--- src/rtl/mips_pkg.sv ---
// Shared register-file types and constants for the writeback path.
package mips_pkg;

  localparam int unsigned DATA_W   = 32;
  localparam int unsigned ADDR_W   = 5;
  localparam int unsigned NUM_REGS = 1 << ADDR_W;

  localparam logic [ADDR_W-1:0] REG_ZERO = '0;

  typedef enum logic [1:0] {
    WB_NONE,
    WB_ALU,
    WB_FIFO,
    WB_BYPASS
  } wb_src_e;

  typedef struct packed {
    logic [ADDR_W-1:0] dest;
    logic [DATA_W-1:0] data;
  } wbEntry_t;

  localparam int unsigned ENTRY_W = $bits(wbEntry_t);

endpackage

--- src/rtl/reg_writeback_arbiter_if.sv ---
// Pipeline-facing bundle of the writeback arbiter: ALU/mem results, issue, hazard query, RF write port.
interface reg_writeback_arbiter_if;
  import mips_pkg::*;

  logic              alu_valid;
  logic [ADDR_W-1:0] alu_dest;
  logic [DATA_W-1:0] alu_data;
  logic              alu_stall;
  logic              mem_valid;
  logic              mem_ready;
  logic [ADDR_W-1:0] mem_dest;
  logic [DATA_W-1:0] mem_data;
  logic              issue_valid;
  logic [ADDR_W-1:0] issue_dest;
  logic [ADDR_W-1:0] chk_rs;
  logic [ADDR_W-1:0] chk_rt;
  logic              busy_rs;
  logic              busy_rt;
  logic              regWrite;
  logic [ADDR_W-1:0] writeReg;
  logic [DATA_W-1:0] writeData;
  logic              err_waw;

  modport master (
    output alu_valid, alu_dest, alu_data, mem_valid, mem_dest, mem_data,
           issue_valid, issue_dest, chk_rs, chk_rt,
    input  alu_stall, mem_ready, busy_rs, busy_rt, regWrite, writeReg, writeData, err_waw
  );

  modport slave (
    input  alu_valid, alu_dest, alu_data, mem_valid, mem_dest, mem_data,
           issue_valid, issue_dest, chk_rs, chk_rt,
    output alu_stall, mem_ready, busy_rs, busy_rt, regWrite, writeReg, writeData, err_waw
  );

endinterface

--- src/rtl/wb_fifo.sv ---
// Small synchronous FIFO buffering long-latency results; push while full is honoured only with a pop.
module wb_fifo #(
  parameter int unsigned DEPTH = 2,
  parameter int unsigned WIDTH = 37
) (
  input  logic                       clk,
  input  logic                       rst_n,
  input  logic                       push,
  input  logic                       pop,
  input  logic [WIDTH-1:0]           din,
  output logic [WIDTH-1:0]           dout,
  output logic [$clog2(DEPTH+1)-1:0] count
);

  localparam int unsigned PTR_W = $clog2(DEPTH);
  localparam int unsigned CNT_W = $clog2(DEPTH + 1);

  logic [WIDTH-1:0] mem [DEPTH];
  logic [PTR_W-1:0] rdPtr;
  logic [PTR_W-1:0] wrPtr;
  logic             doPush;
  logic             doPop;

  assign doPop  = pop & (count != '0);
  assign doPush = push & ((count != CNT_W'(DEPTH)) | doPop);

  // Power-of-two depth lets the pointers wrap by overflow.
  always_ff @(posedge clk) begin
    if (!rst_n) begin
      rdPtr <= '0;
      wrPtr <= '0;
      count <= '0;
    end else begin
      if (doPush) wrPtr <= wrPtr + PTR_W'(1);
      if (doPop)  rdPtr <= rdPtr + PTR_W'(1);
      count <= count + CNT_W'(doPush) - CNT_W'(doPop);
    end
  end

  always_ff @(posedge clk) begin
    if (doPush) mem[wrPtr] <= din;
  end

  assign dout = mem[rdPtr];

endmodule

--- src/rtl/reg_writeback_arbiter.sv ---
// Merges ALU and long-latency results onto the single register-file write port,
// with a starvation guard for buffered results and a pending-destination scoreboard.
module reg_writeback_arbiter
  import mips_pkg::*;
#(
  parameter int unsigned FIFO_DEPTH = 2,
  parameter int unsigned STARVE_MAX = 4
) (
  input logic                   clk,
  input logic                   rst_n,
  reg_writeback_arbiter_if.slave wb
);

  localparam int unsigned CNT_W    = $clog2(FIFO_DEPTH + 1);
  localparam int unsigned STARVE_W = $clog2(STARVE_MAX + 1);

  wbEntry_t             fifoIn;
  wbEntry_t             fifoHead;
  logic [CNT_W-1:0]     fifoCount;
  logic                 fifoEmpty;
  logic                 fifoPush;
  logic                 fifoPop;
  logic                 memReady;
  logic                 memXfer;
  logic                 aluStall;
  logic                 starved;
  logic [STARVE_W-1:0]  starveCnt;
  logic [STARVE_W-1:0]  starveNext;
  logic [NUM_REGS-1:0]  pend;
  logic [NUM_REGS-1:0]  pendNext;
  logic                 errNext;
  wb_src_e              wbSrc;
  logic [ADDR_W-1:0]    selDest;
  logic [DATA_W-1:0]    selData;

  assign fifoIn = '{dest: wb.mem_dest, data: wb.mem_data};

  wb_fifo #(
    .DEPTH (FIFO_DEPTH),
    .WIDTH (ENTRY_W)
  ) u_fifo (
    .clk   (clk),
    .rst_n (rst_n),
    .push  (fifoPush),
    .pop   (fifoPop),
    .din   (fifoIn),
    .dout  (fifoHead),
    .count (fifoCount)
  );

  // Write-port selection: a starved head beats the ALU, otherwise ALU > FIFO > bypass.
  always_comb begin
    wbSrc     = WB_NONE;
    selDest   = REG_ZERO;
    selData   = '0;
    memReady  = 1'b0;
    memXfer   = 1'b0;
    aluStall  = 1'b0;
    fifoPush  = 1'b0;
    fifoPop   = 1'b0;
    fifoEmpty = (fifoCount == '0);
    starved   = !fifoEmpty && (starveCnt == STARVE_W'(STARVE_MAX));
    if (rst_n) begin
      memReady = (fifoCount < CNT_W'(FIFO_DEPTH)) | (fifoEmpty & ~wb.alu_valid);
      memXfer  = wb.mem_valid & memReady;
      if (starved)             wbSrc = WB_FIFO;
      else if (wb.alu_valid)   wbSrc = WB_ALU;
      else if (!fifoEmpty)     wbSrc = WB_FIFO;
      else if (memXfer)        wbSrc = WB_BYPASS;
      aluStall = wb.alu_valid & (wbSrc != WB_ALU);
      fifoPop  = (wbSrc == WB_FIFO);
      fifoPush = memXfer & (wbSrc != WB_BYPASS);
    end
    case (wbSrc)
      WB_ALU:    begin selDest = wb.alu_dest;   selData = wb.alu_data;   end
      WB_FIFO:   begin selDest = fifoHead.dest; selData = fifoHead.data; end
      WB_BYPASS: begin selDest = wb.mem_dest;   selData = wb.mem_data;   end
      default:   ;
    endcase
  end

  // Starvation counter, scoreboard and WAW flag next-state.
  always_comb begin
    starveNext = starveCnt;
    if (fifoEmpty || fifoPop)
      starveNext = '0;
    else if (starveCnt != STARVE_W'(STARVE_MAX))
      starveNext = starveCnt + STARVE_W'(1);

    pendNext = pend;
    if (wbSrc == WB_FIFO || wbSrc == WB_BYPASS) pendNext[selDest] = 1'b0;
    if (wb.issue_valid) pendNext[wb.issue_dest] = 1'b1;
    pendNext[REG_ZERO] = 1'b0;

    errNext = wb.err_waw | ((wbSrc == WB_ALU) && (selDest != REG_ZERO) && pend[selDest]);
  end

  always_ff @(posedge clk) begin
    if (!rst_n) begin
      starveCnt    <= '0;
      pend         <= '0;
      wb.regWrite  <= 1'b0;
      wb.writeReg  <= REG_ZERO;
      wb.writeData <= '0;
      wb.err_waw   <= 1'b0;
    end else begin
      starveCnt    <= starveNext;
      pend         <= pendNext;
      wb.regWrite  <= (wbSrc != WB_NONE) && (selDest != REG_ZERO);
      wb.writeReg  <= selDest;
      wb.writeData <= selData;
      wb.err_waw   <= errNext;
    end
  end

  assign wb.mem_ready = memReady;
  assign wb.alu_stall = aluStall;
  assign wb.busy_rs   = pend[wb.chk_rs];
  assign wb.busy_rt   = pend[wb.chk_rt];

endmodule
--- src/flat_wrapper.sv ---
// flat-port wrapper written by rule: the top's interface ports become plain ports
module reg_writeback_arbiter_flat import mips_pkg::*;
#(
  parameter int unsigned FIFO_DEPTH = 2,
  parameter int unsigned STARVE_MAX = 4
)
  (clk, rst_n, wb_alu_valid, wb_alu_dest, wb_alu_data, wb_mem_valid, wb_mem_dest, wb_mem_data, wb_issue_valid, wb_issue_dest, wb_chk_rs, wb_chk_rt, wb_alu_stall, wb_mem_ready, wb_busy_rs, wb_busy_rt, wb_regWrite, wb_writeReg, wb_writeData, wb_err_waw);
  reg_writeback_arbiter_if wb_i ();
  input logic clk;
  input logic rst_n;
  input wire logic [$bits(wb_i.alu_valid)-1:0] wb_alu_valid;
  input wire logic [$bits(wb_i.alu_dest)-1:0] wb_alu_dest;
  input wire logic [$bits(wb_i.alu_data)-1:0] wb_alu_data;
  input wire logic [$bits(wb_i.mem_valid)-1:0] wb_mem_valid;
  input wire logic [$bits(wb_i.mem_dest)-1:0] wb_mem_dest;
  input wire logic [$bits(wb_i.mem_data)-1:0] wb_mem_data;
  input wire logic [$bits(wb_i.issue_valid)-1:0] wb_issue_valid;
  input wire logic [$bits(wb_i.issue_dest)-1:0] wb_issue_dest;
  input wire logic [$bits(wb_i.chk_rs)-1:0] wb_chk_rs;
  input wire logic [$bits(wb_i.chk_rt)-1:0] wb_chk_rt;
  output wire logic [$bits(wb_i.alu_stall)-1:0] wb_alu_stall;
  output wire logic [$bits(wb_i.mem_ready)-1:0] wb_mem_ready;
  output wire logic [$bits(wb_i.busy_rs)-1:0] wb_busy_rs;
  output wire logic [$bits(wb_i.busy_rt)-1:0] wb_busy_rt;
  output wire logic [$bits(wb_i.regWrite)-1:0] wb_regWrite;
  output wire logic [$bits(wb_i.writeReg)-1:0] wb_writeReg;
  output wire logic [$bits(wb_i.writeData)-1:0] wb_writeData;
  output wire logic [$bits(wb_i.err_waw)-1:0] wb_err_waw;
  assign wb_i.alu_valid = wb_alu_valid;
  assign wb_i.alu_dest = wb_alu_dest;
  assign wb_i.alu_data = wb_alu_data;
  assign wb_i.mem_valid = wb_mem_valid;
  assign wb_i.mem_dest = wb_mem_dest;
  assign wb_i.mem_data = wb_mem_data;
  assign wb_i.issue_valid = wb_issue_valid;
  assign wb_i.issue_dest = wb_issue_dest;
  assign wb_i.chk_rs = wb_chk_rs;
  assign wb_i.chk_rt = wb_chk_rt;
  assign wb_alu_stall = wb_i.alu_stall;
  assign wb_mem_ready = wb_i.mem_ready;
  assign wb_busy_rs = wb_i.busy_rs;
  assign wb_busy_rt = wb_i.busy_rt;
  assign wb_regWrite = wb_i.regWrite;
  assign wb_writeReg = wb_i.writeReg;
  assign wb_writeData = wb_i.writeData;
  assign wb_err_waw = wb_i.err_waw;
  reg_writeback_arbiter #(.FIFO_DEPTH(FIFO_DEPTH), .STARVE_MAX(STARVE_MAX)) u_core (.clk(clk), .rst_n(rst_n), .wb(wb_i));
endmodule
--- config.mk ---
export PLATFORM = sky130hd
export DESIGN_NAME = reg_writeback_arbiter_flat
export DESIGN_NICKNAME = d
export VERILOG_FILES = /design/src/rtl/mips_pkg.sv /design/src/rtl/reg_writeback_arbiter_if.sv /design/src/rtl/wb_fifo.sv /design/src/rtl/reg_writeback_arbiter.sv /design/src/flat_wrapper.sv
export SDC_FILE = /design/constraint.sdc
export NUM_CORES = 1
export LEC_CHECK = 0
export ABC_AREA = 1
export CORE_MARGIN = 3
export CORE_UTILIZATION = 47
export DETAILED_ROUTE_END_ITERATION = 6
export PLACE_DENSITY = 0.85
export SLEW_MARGIN = 20
export SYNTH_ARGS = -nofsm -noshare
export SYNTH_HDL_FRONTEND = slang
export SYNTH_SLANG_ARGS = --single-unit
export TNS_END_PERCENT = 10
--- constraint.sdc ---
create_clock -name clk -period 3.11 [get_ports clk]
set_input_delay 0.622 -clock clk [delete_from_list [all_inputs] [get_ports clk]]
set_output_delay 0.622 -clock clk [all_outputs]
set_load 0.02 [all_outputs]
Word level (Yosys, flattened, before mapping)
Memory sizes are Yosys's and may differ from the RTL's. A register that Yosys moved wholly into a read port is not among the register bits.
Index checks and enable logic that the tools add are counted.
{"block": "classes", "shifts": 0, "n_lt_le_gt_ge": 7, "eq_ne": 9, "add_sub_neg": 5, "reduce_logical": 14, "bitwise": 14, "div_mod_pow": 0, "n_mux": 28, "mul": 0}
{"op": "case mux 32 bit (3 select lines)", "n": 1}
{"op": "2-to-1 mux 32 bit", "n": 2}
{"op": "AND 32 bit", "n": 1}
{"op": "inverter 32 bit", "n": 1}
{"op": "OR 32 bit", "n": 1}
{"op": "< comparator 5 x 6 -> 1 bit (second input constant)", "n": 4}
{"op": "binary-select mux 1 bit (select 5 bit)", "n": 3}
{"op": "case mux 5 bit (3 select lines)", "n": 1}
{"op": "2-to-1 mux 1 bit", "n": 13}
{"op": "2-to-1 mux 2 bit", "n": 6}
{"op": "demux 1 bit (select 5 bit)", "n": 2}
{"op": ">= comparator 5 x 1 -> 1 bit (second input constant)", "n": 2}
{"op": "AND 1 bit", "n": 6}
{"op": "equality test 2 bit (second input constant)", "n": 3}
{"op": "logical AND 1 bit", "n": 6}
{"op": "nonzero test 5 bit", "n": 1}
{"op": "!= test 2 bit (second input constant)", "n": 2}
{"op": "nonzero test 2 bit", "n": 2}
{"op": "adder 3 x 1 -> 3 bit (second input constant)", "n": 1}
{"op": "equality test 3 bit (second input constant)", "n": 1}
{"op": "!= test 3 bit (second input constant)", "n": 1}
{"op": "OR 1 bit", "n": 3}
{"op": "adder 1 bit (second input constant)", "n": 2}
{"op": "adder 2 x 1 -> 2 bit", "n": 1}
{"op": "other kinds (9)", "n": 11}
{"block": "totals", "latchBits": 0, "register_bits": 78, "romBits": 0, "memories": 1, "ram_bits": 74, "in_bits": 94, "elab_cells": 88, "output_inout_bits": 43}
{"memory": "u_core.u_fifo.mem", "words": 2, "width": 37, "read_ports": 1, "rd_ports_with_merged_regs": 1, "wr": 1, "line": "wb_fifo.sv:18", "text": "logic [WIDTH-1:0] mem [DEPTH];"}

Depth between registers and ports, before layout
Gate-level depths: netlist of the first run.
{"block": "depth", "depth_word": 21, "mapped_depth": 18, "depth_no_buf": 17}

Hierarchy
Synthesis of the first run repeated with hierarchy kept, for this count alone.
{"block": "unflattened", "cells_unflattened": 757, "hier_area_um2": 6982.9}
{"module": "reg_writeback_arbiter", "area_each_um2": 3917.5, "instances": 1, "seq_area_each_um2": 1461.4, "cells_per_inst": 606}
{"module": "wb_fifo", "area_each_um2": 3065.4, "instances": 1, "seq_area_each_um2": 2322.2, "cells_per_inst": 151}

Least setup slack after synthesis of the first run
Ideal clock, no wire load.
{"block": "synth_path", "path_type": "input to register", "start": "input port rst_n", "end": "memory u_core.u_fifo.mem[0][0], enable pin", "n_path_buf": 1, "setup_ps": 431, "path_slack_ps": -347, "t_required_ps": 2679, "path_stages": 5, "arrival_time_ps": 3025, "path_cell_list": "buf_4 inv_2 nor2_1 o211ai_1 nor2_1"}
{"block": "synth_via", "elab_chain_len": 6, "word_cells_on_any_way": 7, "cone_classes": "4 x mux; 3 x bitwise"}
{"item": "start, declared", "line": "flat_wrapper.sv:10", "text": "input logic rst_n;"}
{"item": "2-to-1 mux 1 bit", "line": "reg_writeback_arbiter.sv:63", "text": "if (rst_n) begin"}
{"item": "AND 1 bit", "line": "wb_fifo.sv:24", "text": "assign doPop = pop & (count != '0);"}
{"item": "OR 1 bit", "line": "wb_fifo.sv:25", "text": "assign doPush = push & ((count != CNT_W'(DEPTH)) | doPop);"}
{"item": "AND 1 bit *", "line": "wb_fifo.sv:25"}
{"item": "2-to-1 mux 1 bit *", "line": "wb_fifo.sv:41", "text": "if (doPush) mem[wrPtr] <= din;"}
{"item": "2-to-1 mux 1 bit (not written as such) *", "line": "wb_fifo.sv:41"}
{"item": "end, declared", "line": "wb_fifo.sv:18"}
Mark *: on every way between the ends. The rest lies on a longest branch, timed or not.

Final worst setup path of the first run
{"block": "layout_path", "start": "input port wb_chk_rt[0]", "end": "output port wb_busy_rt"}
{"block": "layout_via", "elab_chain_len": 2}
{"item": "start, declared", "line": "flat_wrapper.sv:20", "text": "input wire logic [$bits(wb_i.chk_rt)-1:0] wb_chk_rt;"}
{"item": "binary-select mux 1 bit (select 5 bit)", "line": "reg_writeback_arbiter.sv:119", "text": "assign wb.busy_rt = pend[wb.chk_rt];"}
{"item": "2-to-1 mux 1 bit (not written as such)", "line": "reg_writeback_arbiter.sv:119"}
{"item": "end, declared", "line": "flat_wrapper.sv:24", "text": "output wire logic [$bits(wb_i.busy_rt)-1:0] wb_busy_rt;"}
Every way passes these cells. The select of a mux whose other input is x is not followed.

==> implementation parameters, run 1 <==
Parameter                              Value

Status
  Result of the run    finished, final reports clean

Power
  Total Power    between 5 and 6 mW
  Power density normalized to cell area    approximately 560 mW/mm2
  Static Leakage    3.41 nW
  Maximum ir drop on the vdd rail    0.405 mV

Layout
  Ratio of cells with drive above 1 in the final layout    0.0984
  Post-layout instance count excluding filler cells    between 1,000 and 1,500
  Inserted Diodes    0
  Total area of multi-input combinational cells    0.00259 mm2
  Final instance area    a little over 0.009 mm2
  Nets@finish    around 1,000
  Register area    0.00378 mm2
  Number of filler cells placed in the layout    roughly 1,100
  Layout Area Growth over Synthesis    33.8%

Drt
  Mean number of vias per cell    roughly 5.6
  DR DRC count    0
  DR WL/cell    about 17 um
  Number of vias after detailed routing    about 6,100
  Drt first pass iters    5
  Number of DRC markers in iteration 0    between 600 and 700
  Post-detailed-routing wire length    about 19 mm
  Antenna violation net count after detailed routing    0

STA
  Clock Skew    about 13 ps
  Transition time at the pin with the least slew margin    around 540 ps
  Highest clock rate    ~0.33 GHz
  Tightest slew margin relative to the limit    0.634
  Final max-slew violation count    0
  Minimum clock period after layout    3000 ps
  Final critical-path share of the clock period    0.965
  Hold Worst Slack    449 ps
  Final-report setup violation count    0
  RSZ-0062 raised after global routing    false
  Final Hold Viols    0

Floorplan
  Cell row count    43
  Number of top-level pins    137
  Starting utilization of the core area    0.484
  Width of the chip    126 um
  Vertical die dimension    126 um
  Placeable core area    about 0.014 mm2
  Area of the die    about 0.016 mm2

Synth
  Synthesized flop and latch total    152
  Post-synthesis cell type count    38
  Ranking of synthesized cells by instance count    135 x nand2_1, 88 x nor2_1, 78 x dfxtp_1
  Gate count after technology mapping    about 760
  Most instantiated library cell after synthesis    nand2_1
  Area leader, netlist    edfxtp_1
  Area contributors post-synth    edfxtp_1 33%, dfxtp_1 23%, nand2_1 7.5%
  Fraction of registers with async set/reset    0
  Sequential area share after synthesis    0.559
  Post-Syn Area    between 0.006 and 0.007 mm2
  Total nets after synthesis    approximately 860
  Count of flip-flops with a built-in enable after synthesis    between 70 and 80
  Yosys top cell area share    0.329
  Synth Flop Type    dfxtp_1
  Mean Syn Cell Area    a little under 9 um2
  Warnings, synthesis    0

CTS
  Count of H-tree levels built during CTS    4
  Max Buffers Root-to-Sink    2
  Clock transition at the registers of the reported paths    roughly 60 ps
  Root Driver    clkbuf_16
  Number of setup buffers added after CTS    0
  Number of clock buffers inserted by TritonCTS    17
  Clock sink count    about 150
  CTS tree    yes
  Hold_buf cts    0
  Latest clock arrival within the worst-skew pair    440 ps

Place
  Number of buffers added on ports    roughly 140
  Final estimated routing congestion in global placement    about 1
  Placed standard-cell area    0.00849 mm2
  HPWL after detailed placement    approximately 13 mm
  Instance count after placement with tap cells included    around 1,100

Worst setup path
  Startpoint-to-endpoint class of the critical path    in -> out
  Critical-path maximum fanout    18
  Arrival time of the worst setup path    2380 ps
  Critical path capture point type    output port
  Type of origin of the critical path    input port
  WP data required    between 2000 and 2500 ps

Min path
  Tightest Hold Check Type    reg -> reg

Global routing
  Initial antenna violation count    0
  Vias in the first global route    ~5,700
  Pin count of the biggest net entering global routing    38
  Wire length of the first global-routing pass    between 30 and 40 mm
  Overall global routing resource usage    0.244
  Total global routing overflow    0

Job
  Number of violations of the max-capacitance limit    0
==> through the flow <==
stage | util | TNS, ps | worst slack (ps)
4_1_cts | 0.647 | 0 | 83.1
3_3_place_gp | 0.607 | -380 | -191
6_report | 0.647 | 0 | 108
2_1_floorplan | - | -25670 | -347
5_1_grt | 0.647 | 0 | 4.72
3_5_place_dp | 0.607 | -379 | -193
==> area by class of cell <==
cell class / count / area share
inverters: 73 / 0.0308
clock buffers: 19 / 0.0489
multi-input cells: 503 / 0.286
repair buffers: 165 / 0.178
flip-flops and latches: 152 / 0.418
well taps: 180 / 0.0249
repair inverters: 1 / 0.000553
clock inverters: 12 / 0.0127
==> registers in the layout, indices dropped and copies added, names as in the netlist, named ones only <==
| register | flops |
|---|---|
| u_core.u_fifo.mem | 74 |
| u_core.wb.writeData | 32 |
| u_core.pend | 31 |
| u_core.wb.writeReg | 5 |
| u_core.starveCnt | 3 |
| u_core.u_fifo.count | 2 |
| u_core.u_fifo.rdPtr | 1 |
| u_core.u_fifo.wrPtr | 1 |
| u_core.wb.err_waw | 1 |
| u_core.wb.regWrite | 1 |
==> critical path: stages <==
cell,delay [ps]
clkdlybuf4s50_1,480
clkinv_1,100
buf_12,160
o21ai_0,150
a21oi_1,60
a21oi_1,150
o21ai_0,90
nand2_1,70
nor2_1,40
a31oi_1,150
clkdlybuf4s15_1,320
==> layer usage <==
layer / part of all wire / track usage / up-vias
li1: - / - / 2936
met1: 0.42 / 0.329 / 2841
met5: 0 / 0 / -
met2: 0.46 / 0.377 / 331
met4: 0.027 / 0.0959 / 0
met3: 0.096 / 0.0662 / 36
==> logic make-up after synthesis <==
family          synth area share
simple gates               0.176
fa+ha+maj                0.00740
flops                      0.559
compound gates             0.195
xor+xnor                 0.00259
buf+inv                   0.0603
==> report_power, final <==
part	internal [mW]	switching, mW	total (mW)
combinational	0.374	0.511	0.886
clock	1.13	0.826	1.95
sequential	2.22	0.0435	2.26
==> cells in the final DEF (no fill, tap or decap), types with 6 or more instances in the layout <==
master and n:
inv_1 60, a21oi_1 72, a22oi_1 27, dfxtp_1 78
o211ai_1 6, inv_2 9, clkdlybuf4s50_1 133, buf_4 26
nand2_1 135, nor2_1 86, edfxtp_1 74, o21ai_1 8
nand3_1 25, o21ai_0 63, o31ai_1 29, clkbuf_16 17
nor3_1 13
==> repair_timing <==
| item | in CTS | in global routing |
|---|---|---|
| pin swaps | 0 | 0 |
| setup endpoints to repair | 2 | 2 |
| resized for setup | 3 | 6 |
| gates cloned | 0 | 1 |
==> path summary, 6_finish.rpt <==
check | end | startpoint | cells past startpoint | slack [ps]
max reg2reg | u_core.wb.err_waw | u_core.starveCnt[0] | 16 | 650
min | u_core.u_fifo.rdPtr | u_core.u_fifo.rdPtr | 1 | 450
min reg2reg | u_core.u_fifo.rdPtr | u_core.u_fifo.rdPtr | 1 | 450
max | wb_busy_rt | wb_chk_rt[0] | 11 | 110
(Power assumes the default switching activity.)
==> run 2, diff against run 1 <==
- PLACE_DENSITY: 0.85 -> 0.89
- SLEW_MARGIN: 20 -> default
==> run 2 against run 1 <==
  * Final area increased by 0.37%
  * Non-clock buffer count increased by 1
  * Sequential cell count unchanged
  * Clock power increased by 3%
  * Power increased by 1.0%
  * First-iteration DRC count increased by 22%
  * Sequential share of layout area decreased by 0.16 points
  * Final cell count increased by 0.27%
  * Clock-buffer cell count decreased by 2
  * Largest power group unchanged
==> implementation parameters, run 2 (synthesis results as in run 1) <==
Parameter                              Value

CTS
  Clock sink count    between 150 and 200
  CTS tree    yes
  Clock transition at the registers of the reported paths    60 ps
  Root Driver    clkbuf_16
  Hold_buf cts    0
  Max Buffers Root-to-Sink    2
  Latest clock arrival within the worst-skew pair    between 400 and 500 ps
  Number of clock buffers inserted by TritonCTS    17
  Count of H-tree levels built during CTS    4

Place
  Number of buffers added on ports    136
  HPWL after detailed placement    between 10 and 15 mm
  Placed standard-cell area    0.00849 mm2
  Final estimated routing congestion in global placement    approximately 0.95
  Post-placement setup slack    -187 ps

Worst setup path
  Cell with the biggest individual delay on the critical path    clkdlybuf4s50_1
  Start of the worst register-to-register path    u_core.starveCnt[0]
  Worst r2r path cells    9
  Type of origin of the critical path    input port
  Critical-path maximum fanout    6
  Number of buffers and inverters on the critical path    3
  CP endpoint    wb_busy_rs
  Cell depth of the worst setup path    9
  Critical Path Most Common Cell    a21oi_1
  Startpoint-to-endpoint class of the critical path    in -> out
  Arrival time of the worst setup path    2370 ps
  Critical path capture point type    output port
  R2r setup slk    550 ps
  WP data required    about 2500 ps
  Critical Path Source    wb_chk_rs[1]
  Critical path's largest stage delay    between 500 and 600 ps
  Reg-to-reg endpoint    u_core.pend[5]
  Cell family with the largest share of critical-path delay    buffers and inverters
  Sequence of cells on the critical path    clkdlybuf4s50_1 -> buf_4 -> o21ai_0 -> a21oi_1 -> a21oi_1 -> a21oi_1 -> o21ai_0 -> a32oi_1 -> clkdlybuf4s15_1

Drt
  Antenna violation net count after detailed routing    0
  Number of vias after detailed routing    ~6,300
  Top layer in use    met5
  Number of DRC markers in iteration 0    757
  DR DRC count    0
  Metal2 WL    slightly above 9 mm
  Mean number of vias per cell    around 5.7
  DR WL/cell    17.8 um
  WL met3    about 1.7 mm
  Drt first pass iters    6
  Post-detailed-routing wire length    between 15 and 20 mm
  Routed met1 length    ~8 mm

Layout
  Most common cell after layout, fill and taps aside    nand2_1
  Final instance area    between 0.009 and 0.01 mm2
  Number of filler cells placed in the layout    1,046
  Largest Register    u_core.u_fifo.mem
  Nets@finish    1,012
  Max FFs per register    74
  Highest-count cells in the layout ignoring fill and taps    135 x nand2_1, 133 x clkdlybuf4s50_1, 86 x nor2_1
  Largest regs    u_core.u_fifo.mem x74, u_core.wb.writeData x32, u_core.pend x31
  Layout Area Growth over Synthesis    34.3%
  Ratio of cells with drive above 1 in the final layout    0.102

STA
  Min setup slack post-route    116 ps
  Minimum clock period after layout    ~3000 ps
  Final max-slew violation count    0
  Transition time at the pin with the least slew margin    572 ps
  Final-report setup violation count    0
  Clock Skew    7.85 ps
  Final critical-path share of the clock period    0.963
  RSZ-0062 raised after global routing    true
  TNS Setup    0 ps
  Final Hold Viols    0
  Highest clock rate    about 0.33 GHz
  Tightest slew margin relative to the limit    0.615

Min path
  Startpoint of the worst hold path    u_core.wb.err_waw
  Tightest Hold Check Type    reg -> reg

Global routing
  Total global routing overflow    0
  Initial antenna violation count    2
  Vias in the first global route    5,862
  Pin count of the biggest net entering global routing    38
  Wire length of the first global-routing pass    31.0 mm
  Overall global routing resource usage    0.247

Power
  Int Power    around 3.8 mW
  Static Leakage    3.44 nW
  Sequential share of power    0.439
  Part of the power in combinational logic    0.173
  Clock share of power    0.388
  Switch share    0.267
  Power density normalized to cell area    567 mW/mm2
  Net switching power of the design    approximately 1.4 mW
  Maximum ir drop on the vdd rail    between 0.4 and 0.5 mV

Floorplan
  Vertical die dimension    between 100 and 150 um
  Number of top-level pins    about 140
  Placeable core area    0.0140 mm2
  Starting utilization of the core area    0.484
  Cell row count    43
  Area of the die    0.0159 mm2
  Width of the chip    between 100 and 150 um

Job
  Number of violations of the max-capacitance limit    0

Status
  Result of the run    finished, final reports clean
## run 2: worst min path at each step
stage	endpoint	slack, ps	cells after the start
after floorplan	flop	420	1
after global placement	u_core.u_fifo.rdPtr	430	1
after detailed placement	u_core.wb.err_waw	450	2
after CTS	flop	460	1
after global routing	u_core.wb.err_waw	490	2
final	u_core.wb.err_waw	460	2
## run 2: power groups by stage
stage | Clock [mW] | Combinational, mW | Sequential (mW)
final | 2.00 | 0.893 | 2.26
after global routing | 2.11 | 0.974 | 2.27
after CTS | 2.01 | 0.885 | 2.26
after detailed placement | 0 | 0.878 | 2.30
after global placement | 0 | 0.859 | 2.29
after floorplan | 0 | 0.400 | 2.37
## run 2: layout make-up
| cell class | instances | area (um2) | area share |
|---|---|---|---|
| Multi-Input combinational cell | 503 | 2590 | 0.285 |
| Clock inverter | 15 | 151 | 0.0167 |
| Sequential cell | 152 | 3780 | 0.416 |
| Antenna cell | 1 | 2.50 | 0.000275 |
| Inverter | 73 | 282 | 0.0310 |
| Tap cell | 180 | 225 | 0.0248 |
| Timing Repair inverter | 1 | 7.51 | 0.000826 |
| Timing Repair Buffer | 166 | 1620 | 0.178 |
| Clock buffer | 17 | 425 | 0.0468 |
## run 2: stage by stage
step / total power [mW] / util / hold slack [ps] / cells
CTS: 5.16 / 0.649 / 464 / 1106
finish: 5.15 / 0.650 / 465 / 1108
floorplan: 2.77 / - / 425 / 757
global route: 5.36 / 0.650 / 487 / 1108
global placement: 3.15 / 0.607 / 433 / 1073
detailed placement: 3.18 / 0.607 / 454 / 1073
## run 2: per-layer routing
layer  track usage  up-vias
met5             0        -
met4         0.110        2
met3        0.0564       61
met2         0.386      325
met1         0.331     2954
li1              -     2934
## run 2: timing repair
action / in CTS / in global routing
buffers inserted: 0 / 1
endpoints found under the setup margin: 2 / 2
pin swaps: 0 / 0
cloned: 1 / 0
resized for setup: 4 / 7
## run 2: tightest hold or removal path, stage by stage (launching register included)
cell and delay, ps:
dfxtp_1 310, inv_1 60, a21oi_2 50
